==> config.mk <==
export PLATFORM = sky130hd
export DESIGN_NAME = rbfu_resp_collector_flat
export DESIGN_NICKNAME = d
export VERILOG_FILES = /design/src/rtl/rbfu_resp_collector_if.sv /design/src/rtl/rbfu_resp_collector.sv /design/src/flat_wrapper.sv
export SDC_FILE = /design/constraint.sdc
export NUM_CORES = 1
export LEC_CHECK = 0
export BUFFER_PORTS_ARGS = -buffer_cell sky130_fd_sc_hd__buf_2
export CAP_MARGIN = 20
export CORE_UTILIZATION = 30
export CTS_BUF_LIST = sky130_fd_sc_hd__clkbuf_8 sky130_fd_sc_hd__clkbuf_16
export DETAILED_ROUTE_END_ITERATION = 10
export PLACE_DENSITY_LB_ADDON = 0.08
export RECOVER_POWER = 50
export SLEW_MARGIN = 20
export SYNTH_ARGS = -nofsm -noshare
export SYNTH_HDL_FRONTEND = slang
export SYNTH_SLANG_ARGS = --single-unit
==> constraint.sdc <==
create_clock -name clk -period 19.87 [get_ports clk]
set_input_delay 1.987 -clock clk [delete_from_list [all_inputs] [get_ports clk]]
set_output_delay 1.987 -clock clk [all_outputs]
set_load 0.02 [all_outputs]
==> src/rtl/rbfu_resp_collector_if.sv <==
// Result channel for rbfu_resp_collector: show-ahead head entry with valid/ready.
// master drives valid/tag/d0..d3, slave drives ready.
`ifndef DATA_WIDTH
`define DATA_WIDTH 16
`endif

interface rbfu_resp_collector_if #(
  parameter int DW    = `DATA_WIDTH,
  parameter int TAG_W = 4
);
  logic             res_valid;
  logic             res_ready;
  logic [TAG_W-1:0] res_tag;
  logic [DW-1:0]    res_d0;
  logic [DW-1:0]    res_d1;
  logic [DW-1:0]    res_d2;
  logic [DW-1:0]    res_d3;

  modport master (
    output res_valid, res_tag,
    output res_d0, res_d1, res_d2, res_d3,
    input  res_ready
  );

  modport slave (
    input  res_valid, res_tag,
    input  res_d0, res_d1, res_d2, res_d3,
    output res_ready
  );
endinterface

==> src/rtl/rbfu_resp_collector.sv <==
// Tracks ops issued into the fixed-latency RBFU, captures Dout0..3 RBFU_LAT cycles
// later into a tagged result FIFO, and gates issue by credits so nothing is dropped.
// Ports: clk, rst (sync, active-high), issue_fire/issue_tag/issue_ok, Dout0..3,
// res (result channel, master modport), err_ovf (sticky issue-without-credit).
// Optional RBFU_COLLECT_STATS_EN adds stat_issued / stat_drained counters.
`ifndef DATA_WIDTH
`define DATA_WIDTH 16
`endif

module rbfu_resp_collector #(
  parameter int DW         = `DATA_WIDTH,
  parameter int TAG_W      = 4,
  parameter int RBFU_LAT   = 80,
  parameter int FIFO_DEPTH = 16
) (
  input  logic             clk,
  input  logic             rst,
  input  logic             issue_fire,
  input  logic [TAG_W-1:0] issue_tag,
  output logic             issue_ok,
  input  logic [DW-1:0]    Dout0,
  input  logic [DW-1:0]    Dout1,
  input  logic [DW-1:0]    Dout2,
  input  logic [DW-1:0]    Dout3,
  rbfu_resp_collector_if.master res,
  output logic             err_ovf
`ifdef RBFU_COLLECT_STATS_EN
  ,
  output logic [31:0]      stat_issued,
  output logic [31:0]      stat_drained
`endif
);

  localparam int PW = $clog2(FIFO_DEPTH);
  localparam int CW = PW + 1;
  localparam int EW = TAG_W + 4 * DW;
  localparam logic [CW-1:0] DEPTH_C = CW'(FIFO_DEPTH);

  logic                acc;
  logic                pop;
  logic                push;
  logic                empty;
  logic [RBFU_LAT-1:0] vld_q;
  logic [TAG_W-1:0]    tag_q [RBFU_LAT];
  logic [CW-1:0]       cnt_q, cnt_d;
  logic [CW-1:0]       wr_q, wr_d;
  logic [CW-1:0]       rd_q, rd_d;
  logic                err_q, err_d;
  logic [EW-1:0]       mem_q [FIFO_DEPTH];
  logic [EW-1:0]       head;

  // Credit covers in-flight ops plus FIFO occupancy, so a push always has room.
  assign issue_ok = cnt_q < DEPTH_C;
  assign acc      = issue_fire & issue_ok;
  assign push     = vld_q[RBFU_LAT-1];
  assign empty    = (wr_q == rd_q);
  assign pop      = !empty & res.res_ready;
  assign err_ovf  = err_q;

  // Head forced to zero when empty so idle outputs read as 0.
  assign head = empty ? '0 : mem_q[rd_q[PW-1:0]];

  assign res.res_valid = !empty;
  assign {res.res_tag, res.res_d3, res.res_d2,
          res.res_d1, res.res_d0} = head;

  always_comb begin
    cnt_d = cnt_q + CW'(acc) - CW'(pop);
    wr_d  = wr_q + CW'(push);
    rd_d  = rd_q + CW'(pop);
    err_d = err_q | (issue_fire & !issue_ok);
  end

  always_ff @(posedge clk) begin
    if (rst) begin
      vld_q <= '0;
      cnt_q <= '0;
      wr_q  <= '0;
      rd_q  <= '0;
      err_q <= 1'b0;
    end else begin
      for (int i = RBFU_LAT - 1; i > 0; i--)
        vld_q[i] <= vld_q[i-1];
      vld_q[0] <= acc;
      cnt_q    <= cnt_d;
      wr_q     <= wr_d;
      rd_q     <= rd_d;
      err_q    <= err_d;
    end
  end

  // Tag lane needs no reset: only read when its valid bit is set.
  always_ff @(posedge clk) begin
    for (int i = RBFU_LAT - 1; i > 0; i--)
      tag_q[i] <= tag_q[i-1];
    tag_q[0] <= issue_tag;
  end

  always_ff @(posedge clk) begin
    if (!rst && push)
      mem_q[wr_q[PW-1:0]] <= {tag_q[RBFU_LAT-1],
                              Dout3, Dout2, Dout1, Dout0};
  end

`ifdef RBFU_COLLECT_STATS_EN
  logic [31:0] iss_q, iss_d;
  logic [31:0] drn_q, drn_d;

  always_comb begin
    iss_d = iss_q + 32'(acc);
    drn_d = drn_q + 32'(pop);
  end

  always_ff @(posedge clk) begin
    if (rst) begin
      iss_q <= '0;
      drn_q <= '0;
    end else begin
      iss_q <= iss_d;
      drn_q <= drn_d;
    end
  end

  assign stat_issued  = iss_q;
  assign stat_drained = drn_q;
`endif

endmodule

==> src/flat_wrapper.sv <==
// flat-port wrapper written by rule: the top's interface ports become plain ports
module rbfu_resp_collector_flat 
#(
  parameter int DW         = `DATA_WIDTH,
  parameter int TAG_W      = 4,
  parameter int RBFU_LAT   = 80,
  parameter int FIFO_DEPTH = 16
)
  (clk, rst, issue_fire, issue_tag, issue_ok, Dout0, Dout1, Dout2, Dout3, err_ovf, res_res_valid, res_res_tag, res_res_d0, res_res_d1, res_res_d2, res_res_d3, res_res_ready);
  rbfu_resp_collector_if #(.DW(DW), .TAG_W(TAG_W)) res_i ();
  input  logic clk;
  input  logic rst;
  input  logic issue_fire;
  input  logic [TAG_W-1:0] issue_tag;
  output logic issue_ok;
  input  logic [DW-1:0] Dout0;
  input  logic [DW-1:0] Dout1;
  input  logic [DW-1:0] Dout2;
  input  logic [DW-1:0] Dout3;
  output logic err_ovf;
  output wire logic [$bits(res_i.res_valid)-1:0] res_res_valid;
  output wire logic [$bits(res_i.res_tag)-1:0] res_res_tag;
  output wire logic [$bits(res_i.res_d0)-1:0] res_res_d0;
  output wire logic [$bits(res_i.res_d1)-1:0] res_res_d1;
  output wire logic [$bits(res_i.res_d2)-1:0] res_res_d2;
  output wire logic [$bits(res_i.res_d3)-1:0] res_res_d3;
  input wire logic [$bits(res_i.res_ready)-1:0] res_res_ready;
  assign res_res_valid = res_i.res_valid;
  assign res_res_tag = res_i.res_tag;
  assign res_res_d0 = res_i.res_d0;
  assign res_res_d1 = res_i.res_d1;
  assign res_res_d2 = res_i.res_d2;
  assign res_res_d3 = res_i.res_d3;
  assign res_i.res_ready = res_res_ready;
  rbfu_resp_collector #(.DW(DW), .TAG_W(TAG_W), .RBFU_LAT(RBFU_LAT), .FIFO_DEPTH(FIFO_DEPTH)) u_core (.clk(clk), .rst(rst), .issue_fire(issue_fire), .issue_tag(issue_tag), .issue_ok(issue_ok), .Dout0(Dout0), .Dout1(Dout1), .Dout2(Dout2), .Dout3(Dout3), .res(res_i), .err_ovf(err_ovf));
endmodule
## Word-level counts from Yosys, hierarchy flattened

Memories as Yosys holds them, arrays and structs flattened. A register that Yosys moved wholly into a read port is not among the register bits.
Cells that the tools add are included.

- Flip-flop bits (word level): 96
- Memory bits (writable): 1408
- Input bits: 72
- Output and inout port bits: 71
- Logic and storage cells: 25
- Memories: 2

- Add/subtract/negate cells: 4
- Order comparisons: 1
- Eq/ne operators: 1
- Muxes and demuxes: 4
- Bitwise operators: 4
- Reduce and logical (&&, ||, !) cells: 4

Memories:

| name | words | width | read ports | clocked after Yosys merged registers in | wr ports | line | RTL |
|---|---|---|---|---|---|---|---|
| u_core.mem_q | 16 | 68 | 1 | 1 | 1 | rbfu_resp_collector.sv:49 | `logic [EW-1:0] mem_q [FIFO_DEPTH];` |
| u_core.tag_q | 80 | 4 | 80 | 0 | 80 | rbfu_resp_collector.sv:44 | `logic [TAG_W-1:0] tag_q [RBFU_LAT];` |

Operators with widths:

| cell | count |
|---|---|
| 68-bit two-way mux | 1 |
| 5-bit by 1-bit adder with 5-bit output | 3 |
| 5-bit equality test | 1 |
| 5-bit < comparator (second input constant) | 1 |
| 5-bit by 1-bit subtractor with 5-bit output | 1 |
| 4-bit two-way mux | 1 |
| 1-bit AND | 3 |
| 1-bit logical NOT | 3 |
| 1-bit two-way mux | 2 |
| 1-bit logical AND | 1 |
| 1-bit bitwise OR | 1 |

## Logic depth before layout (Yosys ltp)

Gate-level depths: netlist of run 1.

- Word-level depth: 5
- Gate-level depth with buffers: 12
- Gate-level depth less buffers: 11

## Worst setup path before layout of run 1

OpenSTA, ideal clock, no wires.

- Path kind: input -> register
- Start: in rst
- End: mem u_core.mem_q[2][0] in the netlist's numbering, enable pin
- Setup time: 0.578 ns
- Arrival: 7.439 ns
- Required time: 19.292 ns
- Path slack: 11.853 ns
- Stages: 4
- Path through: clkbuf_1 > nand2b_1 > or3b_2 > nor3_1

- Cells in the longest elaborated chain, start to end: 4

Ends and longest elaborated chain:

| what | line | RTL |
|---|---|---|
| from (decl) | flat_wrapper.sv:12 | `input logic rst;` |
| 1-bit logical NOT | rbfu_resp_collector.sv:100 | `if (!rst && push)` |
| 1-bit logical AND | rbfu_resp_collector.sv:100 |  |
| 1-bit two-way mux | rbfu_resp_collector.sv:100 |  |
| 1-bit two-way mux (not written as such) | rbfu_resp_collector.sv:101 | `mem_q[wr_q[PW-1:0]] <= {tag_q[RBFU_LAT-1],` |
| to (decl) | rbfu_resp_collector.sv:49 |  |

No other way between the ends.

## Worst setup path in the final report of run 1

- Start: reg u_core.rd_q[1]
- End: out res_res_d2[3]

- Cells in the longest elaborated chain, start to end: 2

Ends and longest elaborated chain:

| what | line | RTL |
|---|---|---|
| from (decl) | rbfu_resp_collector.sv:47 | `logic [CW-1:0] rd_q, rd_d;` |
| from (signal assigned) | rbfu_resp_collector.sv:87 | `rd_q <= rd_d;` |
| 5-bit equality test | rbfu_resp_collector.sv:56 | `assign empty = (wr_q == rd_q);` |
| 68-bit two-way mux | rbfu_resp_collector.sv:61 | `assign head = empty ? '0 : mem_q[rd_q[PW-1:0]];` |
| to (decl) | flat_wrapper.sv:25 | `output wire logic [$bits(res_i.res_d2)-1:0] res_res_d2;` |

No other way between the ends.

==> summary.md, run 1 <==
| Metric | Value |
|---|---|
| Die height | 411 µm |
| Seq/Total Area, Yosys | 81.6% |
| DP Cell Count | 4540 |
| Vias | 22521 |
| Clock power frac | 45.9% |
| Root Buffer Master | clkbuf_16 |
| DR vias/cell | 4.66 |
| Net Switching | 1.31 mW |
| Slew Viols, Final | 0 |
| CTS resizes | 0 |
| FP Rows | 149 |
| Area occupied by multi-input gates | 8710 µm² |
| Final Instance Area | 58900 µm² |
| RSZ-0062 raised after global routing | false |
| Area Overhead vs Synth | 17.3% |
| Ant diodes | 0 |
| Vias in the first global route | 24500 |
| # DRC | 0 |
| Fill count | 15398 |
| Register share of total power | 53.2% |
| FMAX | 0.156 GHz |
| Crit share post-route | 32.2% |
| Yosys cell types | 32 |
| CP Class | reg -> out |
| Crit path time final | 6400 ps |
| Crit end category | output pin |
| Clk_skew | 52.7 ps |
| Core ar. | 166000 µm² |
| Syn_nets | 2353 |
| Register area | 41000 µm² |
| Initial Utilization | 30.3% |
| Synth Instances | 2273 |
| RePlAce Congestion | 0.688 |
| Leakage Power | 18.9 nW |
| Worst Path Arrival | 4410 ps |
| TritonCTS buffer count | 163 |
| Setup violators final | 0 |
| Setup TNS | 0 ps |
| Maximum fanout along the worst path | 63 |
| Clock sinks | 1504 |
| Register bit count reported by yosys | 1504 |
| Clk buf depth | 3 |
| Status | finished, final reports clean |
| 1st-iter DRT viols | 1560 |
| Startpoint Class | flop |
| Synth top area cells | edfxtp_1, dfxtp_1, mux4_2 |
| Req. time, crit path | 17880 ps |
| H-tree Lvls | 4 |
| Critical Path, Cell by Cell | xor2_1 > nor3_1 > and2_4 > buf_4 > a21oi_1 > buf_2 |
| Final HPWL DP | 59900 µm |
| Slew margin rel. | 14.9% |
| Layout Utilization | 35.6% |
| Die area | 169000 µm² |
| Fraction of registers with async set/reset | 0% |
| VDD IR-drop max | 0.0000679 V |
| Worst-Skew Late Latency | 830 ps |
| Power share of the combinational group | 0.9% |
| TritonRoute pass-1 iters | 5 |
| Die width | 411 µm |
| Fraction of layout cells with a size suffix above 1 | 24.5% |
| Max-Cap Viols | 0 |
| GRT Util Overall | 14.6% |
| Placed Area | 53600 µm² |
| WL/cell | 25.3 µm |
| Synthesized area per cell | 22.1 µm² |
| Port Buffer Count | 142 |
| Largest net degree at the start of global routing | 153 |
| Final wirelength | 122000 µm |
| Cts hold-fix bufs | 0 |
| GRT overflow | 0 |
| Post-CTS Setup Inserts | 0 |
| First-pass GRT wire length | 177000 µm |
| Cell taking the most area after synthesis | edfxtp_1 |
| Largest stage delay, worst path | 1040 ps |
| Worst hold path class | reg -> reg |
| Synth top area share | 65.0% |
| Worst path slowest cell | dfxtp_4 |
| Final net count | 2597 |
| Fin. Hold Viols | 0 |
| Post-synth EDFFs | 1088 |
| CTS tree | yes |
| I/O pin total | 143 |
| Syn. warnings | 0 |
| Final ANT Viol Nets | 0 |
| Int Power | 5.06 mW |
| Initial antenna violation count | 12 |
| Switching portion of total power | 20.5% |
| Synth Cell Area | 50200 µm² |
| Synth cell count leaders | edfxtp_1, dfxtp_1, mux4_2, a22oi_1, nor2b_1 |
| Power Density | 108 nW/µm² |
| Fin cells | 4837 |
| Count leader, synth | edfxtp_1 |
| Synth Flop Type | edfxtp_1 |
| Worst-margin pin slew | 1280 ps |
| Clk pin slew, worst setup/hold paths | 60 ps |
-- worst max-delay path: cells and delay by family (launching register included) --
| family | cells | cell delay (ps) |
|---|---|---|
| xor+xnor | 1 | 140 |
| flops | 1 | 1040 |
| buf+inv | 2 | 1160 |
| simple gates | 2 | 880 |
| compound gates | 1 | 390 |
-- sequential cells by signal, indices dropped and copies added (netlist names) --
| name | cells |
|---|---|
| u_core.err_ovf | 1 |
| u_core.mem_q | 1088 |
| u_core.tag_q | 320 |
| u_core.cnt_q | 5 |
| u_core.rd_q | 5 |
| u_core.vld_q | 80 |
| u_core.wr_q | 5 |
-- cells in the final DEF, fill, tap and decap left out, types with 63 or more instances in the layout --
cell,instances
a22oi_1,136
buf_2,79
mux4_2,272
clkbuf_1,63
inv_1,68
clkbuf_16,166
dfxtp_1,414
edfxtp_1,1088
a21oi_1,72
nor2b_1,87
-- routing by layer --
layer / share of wire [%] / vias up / global-route usage, %
li1: - / 9660 / -
met1: 45 / 12214 / 19.3
met2: 49 / 460 / 24.1
met3: 4.5 / 179 / 3.23
met4: 2.0 / 8 / 4.23
met5: 0.042 / - / 0
-- worst paths after layout --
| check | startpoint | endpoint | slack [ps] | cells past startpoint |
|---|---|---|---|---|
| hold reg to reg | u_core.tag_q[12][13] | u_core.tag_q[13][1] | 290 | 0 |
| setup / recovery | u_core.rd_q[1] | res_res_d2[3] | 13470 | 6 |
| setup reg to reg | u_core.wr_q[3] | u_core.mem_q[11][64] | 16370 | 4 |
| hold / removal | u_core.tag_q[12][13] | u_core.tag_q[13][1] | 290 | 0 |
-- metrics by stage --
step                      worst slack, ps  power, mW  hold slack [ps]
after floorplan                     11850       3.48              310
after global placement              13390       3.51              310
after detailed placement            13370       3.52              312
after CTS                           12490       6.47              281
after global routing                13220       6.60              285
final                               13470       6.37              291
-- power groups by stage --
stage	clock network [mW]	registers, mW	logic, mW
after global routing	3.14	3.39	0.0661
after floorplan	0	3.45	0.0213
final	2.92	3.39	0.0585
after global placement	0	3.46	0.0560
after CTS	3.02	3.39	0.0612
after detailed placement	0	3.46	0.0610
-- area by class of cell --
| class | instances | area share, % |
|---|---|---|
| clock buffers | 183 | 7.45 |
| clock inverters | 113 | 1.66 |
| inverters | 7 | 0.0446 |
| multi-input cells | 647 | 14.8 |
| flip-flops and latches | 1504 | 69.6 |
| well taps | 2189 | 4.65 |
| repair buffers | 194 | 1.82 |
-- cell families (layout without fill, tap and decap cells) --
logic type	count (synthesis)	count (layout)	synth area share (%)
buffers and inverters	122	497	1.33
DFF	1504	1504	81.6
xor gates and xnor gates	13	13	0.227
adders and majority gates	8	8	0.214
AOI/OAI and AO/OA	211	211	2.79
and+or+nand+nor	141	141	1.59
muxes	274	274	12.2
Note: power is estimated with default switching activity, not from simulation.
==> inputs of run 2 (changes only) <==
- clock period: 19.87 -> 5.2 ns (I/O delays scaled with it)
==> run 2 against run 1 <==
- critical path type unchanged
- final cell count up 0.70%
- clock power rose to 4.0 times the previous value
- largest cell class unchanged
- clock skew fell by 23 ps
- critical endpoint is now res_res_d2[2]
==> summary.md, run 2 (synthesized netlist as in run 1, its figures left out) <==
| Metric | Value |
|---|---|
| Post-CTS Setup Inserts | 0 (unchanged) |
| Layout Utilization | 35.9% (was 35.6%) |
| Worst-Skew Late Latency | 780 ps (was 830 ps) |
| GRT Util Overall | 14.8% (was 14.6%) |
| Clk pin slew, worst setup/hold paths | 60 ps (about the same) |
| Leakage Power | 19.1 nW (was 18.9 nW) |
| Area Overhead vs Synth | 18.2% (was 17.3%) |
| # DRC | 0 (unchanged) |
| Switching portion of total power | 19.7% (was 20.5%) |
| Max reg flops | 1088 (unchanged) |
| FP Rows | 149 (unchanged) |
| Most frequent cells in the layout | edfxtp_1, dfxtp_1, mux4_2 (unchanged) |
| Final HPWL DP | 63600 µm (was 59900 µm) |
| WL/cell | 25.6 µm (was 25.3 µm) |
| Initial antenna violation count | 16 (was 12) |
| Final wirelength | 125000 µm (was 122000 µm) |
| Worst hold path class | in -> reg (was reg -> reg) |
| Final ANT Viol Nets | 0 (unchanged) |
| I/O pin total | 143 (unchanged) |
| Hold Path Depth | 2 (was 0) |
| Port Buffer Count | 142 (unchanged) |
| Worst path depth | 5 (was 6) |
| Number of buffers and inverters on the critical path | 2 (unchanged) |
| RSZ-0062 raised after global routing | false (unchanged) |
| Largest delay contributor family on the critical path | buffers and inverters (unchanged) |
| 1st-iter DRT viols | 1456 (was 1560) |
| TritonRoute pass-1 iters | 7 (was 5) |
| CP Class | reg -> out (unchanged) |
| Register share of total power | 52.4% (was 53.2%) |
| Clock power frac | 46.7% (was 45.9%) |
| Final net count | 2625 (was 2597) |
| Crit end category | output pin (unchanged) |
| R2R depth | 12 (was 4) |
| Worst Path Arrival | 3550 ps (was 4410 ps) |
| Die height | 411 µm (unchanged) |
| Register area | 41000 µm² (unchanged) |
| Crit share post-route | 78.3% |
| VDD IR-drop max | 0.000313 V (was 0.0000679 V) |
| Largest net degree at the start of global routing | 92 (was 153) |
| Req. time, crit path | 4680 ps (was 17880 ps) |
| Critical Path, Cell by Cell | buf_4 > mux4_2 > a22oi_1 > a21oi_1 > buf_2 (was xor2_1 > nor3_1 > and2_4 > buf_4 > a21oi_1 > buf_2) |
| Clock sinks | 1504 (unchanged) |
| First-pass GRT wire length | 178000 µm (was 177000 µm) |
| Die area | 169000 µm² (unchanged) |
| Worst-margin pin slew | 1050 ps (was 1280 ps) |
| Commonest non-fill, non-tap cell in the layout | edfxtp_1 (unchanged) |
| Vias | 22808 (was 22521) |
| Crit path time final | 4070 ps |
| Largest stage delay, worst path | 890 ps (was 1040 ps) |
| Max-Cap Viols | 0 (unchanged) |
| Area occupied by multi-input gates | 8730 µm² (was 8710 µm²) |
| Root Buffer Master | clkbuf_16 (unchanged) |
| Startpoint Class | flop (unchanged) |
| Slew margin rel. | 30.2% (was 14.9%) |
| Power Density | 417 nW/µm² (was 108 nW/µm²) |
| Slew Viols, Final | 0 (unchanged) |
| FMAX | 0.246 GHz |
| Setup TNS | 0 ps (unchanged) |
| DR vias/cell | 4.68 (was 4.66) |
| Core ar. | 166000 µm² (unchanged) |
| RePlAce Congestion | 0.682 (was 0.688) |
| CTS tree | yes (unchanged) |
| Fin. Hold Viols | 0 (unchanged) |
| Die width | 411 µm (unchanged) |
| Power share of the combinational group | 0.9% (about the same) |
| Fraction of layout cells with a size suffix above 1 | 25.5% (was 24.5%) |
| Clk buf depth | 3 (unchanged) |
| Worst path slowest cell | dfxtp_4 (unchanged) |
| Setup violators final | 0 (unchanged) |
| Clk_skew | 29.9 ps (was 52.7 ps) |
| Maximum fanout along the worst path | 44 (was 63) |
| GRT overflow | 0 (unchanged) |
| Net Switching | 4.87 mW (was 1.31 mW) |
| Fill count | 15349 (was 15398) |
| Status | finished, final reports clean (unchanged) |
| TritonCTS buffer count | 165 (was 163) |
| Int Power | 19.9 mW (was 5.06 mW) |
| Vias in the first global route | 24575 (was 24500) |
| H-tree Lvls | 4 (unchanged) |
| Initial Utilization | 30.3% (unchanged) |
-- run 2: changes by cell type in the layout (fill, tap and decap cells not counted), sizes merged --
cell / delta
buf: +20
bufinv: +5
clkbuf: +10
clkinv: -12
clkinvlp: +3
diode: +1
dlygate4sd3: +5
inv: +2
-- run 2: worst paths after layout --
path,startpoint,endpoint,slack (ps)
min,rst,u_core.rd_q[2],120
max reg2reg,u_core.rd_q[1],u_core.cnt_q[4],2080
max,u_core.rd_q[1],res_res_d2[2],1130
min reg2reg,u_core.tag_q[15][5],u_core.tag_q[15][9],300
-- run 2: power by group through the flow --
stage,sequential [mW],clock (mW),combinational [mW]
finish,13.0,11.6,0.225
global route,13.0,12.4,0.255
CTS,13.0,11.9,0.238
detailed placement,13.2,0,0.234
global placement,13.2,0,0.217
floorplan,13.2,0,0.0812
-- run 2: final cells by class --
| class | count | area share, % |
|---|---|---|
| flip-flops and latches | 1504 | 69.1 |
| clock inverters | 111 | 1.36 |
| diodes | 1 | 0.00422 |
| clock buffers | 192 | 7.87 |
| repair buffers | 220 | 2.32 |
| multi-input cells | 647 | 14.7 |
| well taps | 2189 | 4.61 |
| inverters | 7 | 0.0443 |
-- run 2: through the flow --
stage	hold slack, ps	instance area (µm²)	power [mW]	worst slack, ps	cells
floorplan	310	50300	13.3	475	2273
detailed placement	312	53900	13.4	1790	4562
CTS	37.4	59400	25.1	930	4870
global route	75.5	59400	25.6	964	4870
global placement	310	53900	13.4	1750	4562
finish	125	59400	24.7	1130	4871
-- run 2: layer usage --
layer	routed length, µm	track usage, %
met1	54500	19.3
met2	62200	24.8
met3	5510	3.05
met4	2520	4.28
met5	99	0
-- run 2: what timing repair did --
| item | in CTS | in global routing |
|---|---|---|
| hold buffers | 5 | 0 |
| endpoints found under the setup margin | 0 | 0 |
| gates resized for setup | 0 | 0 |
| hold endpoints to repair | 5 | 0 |
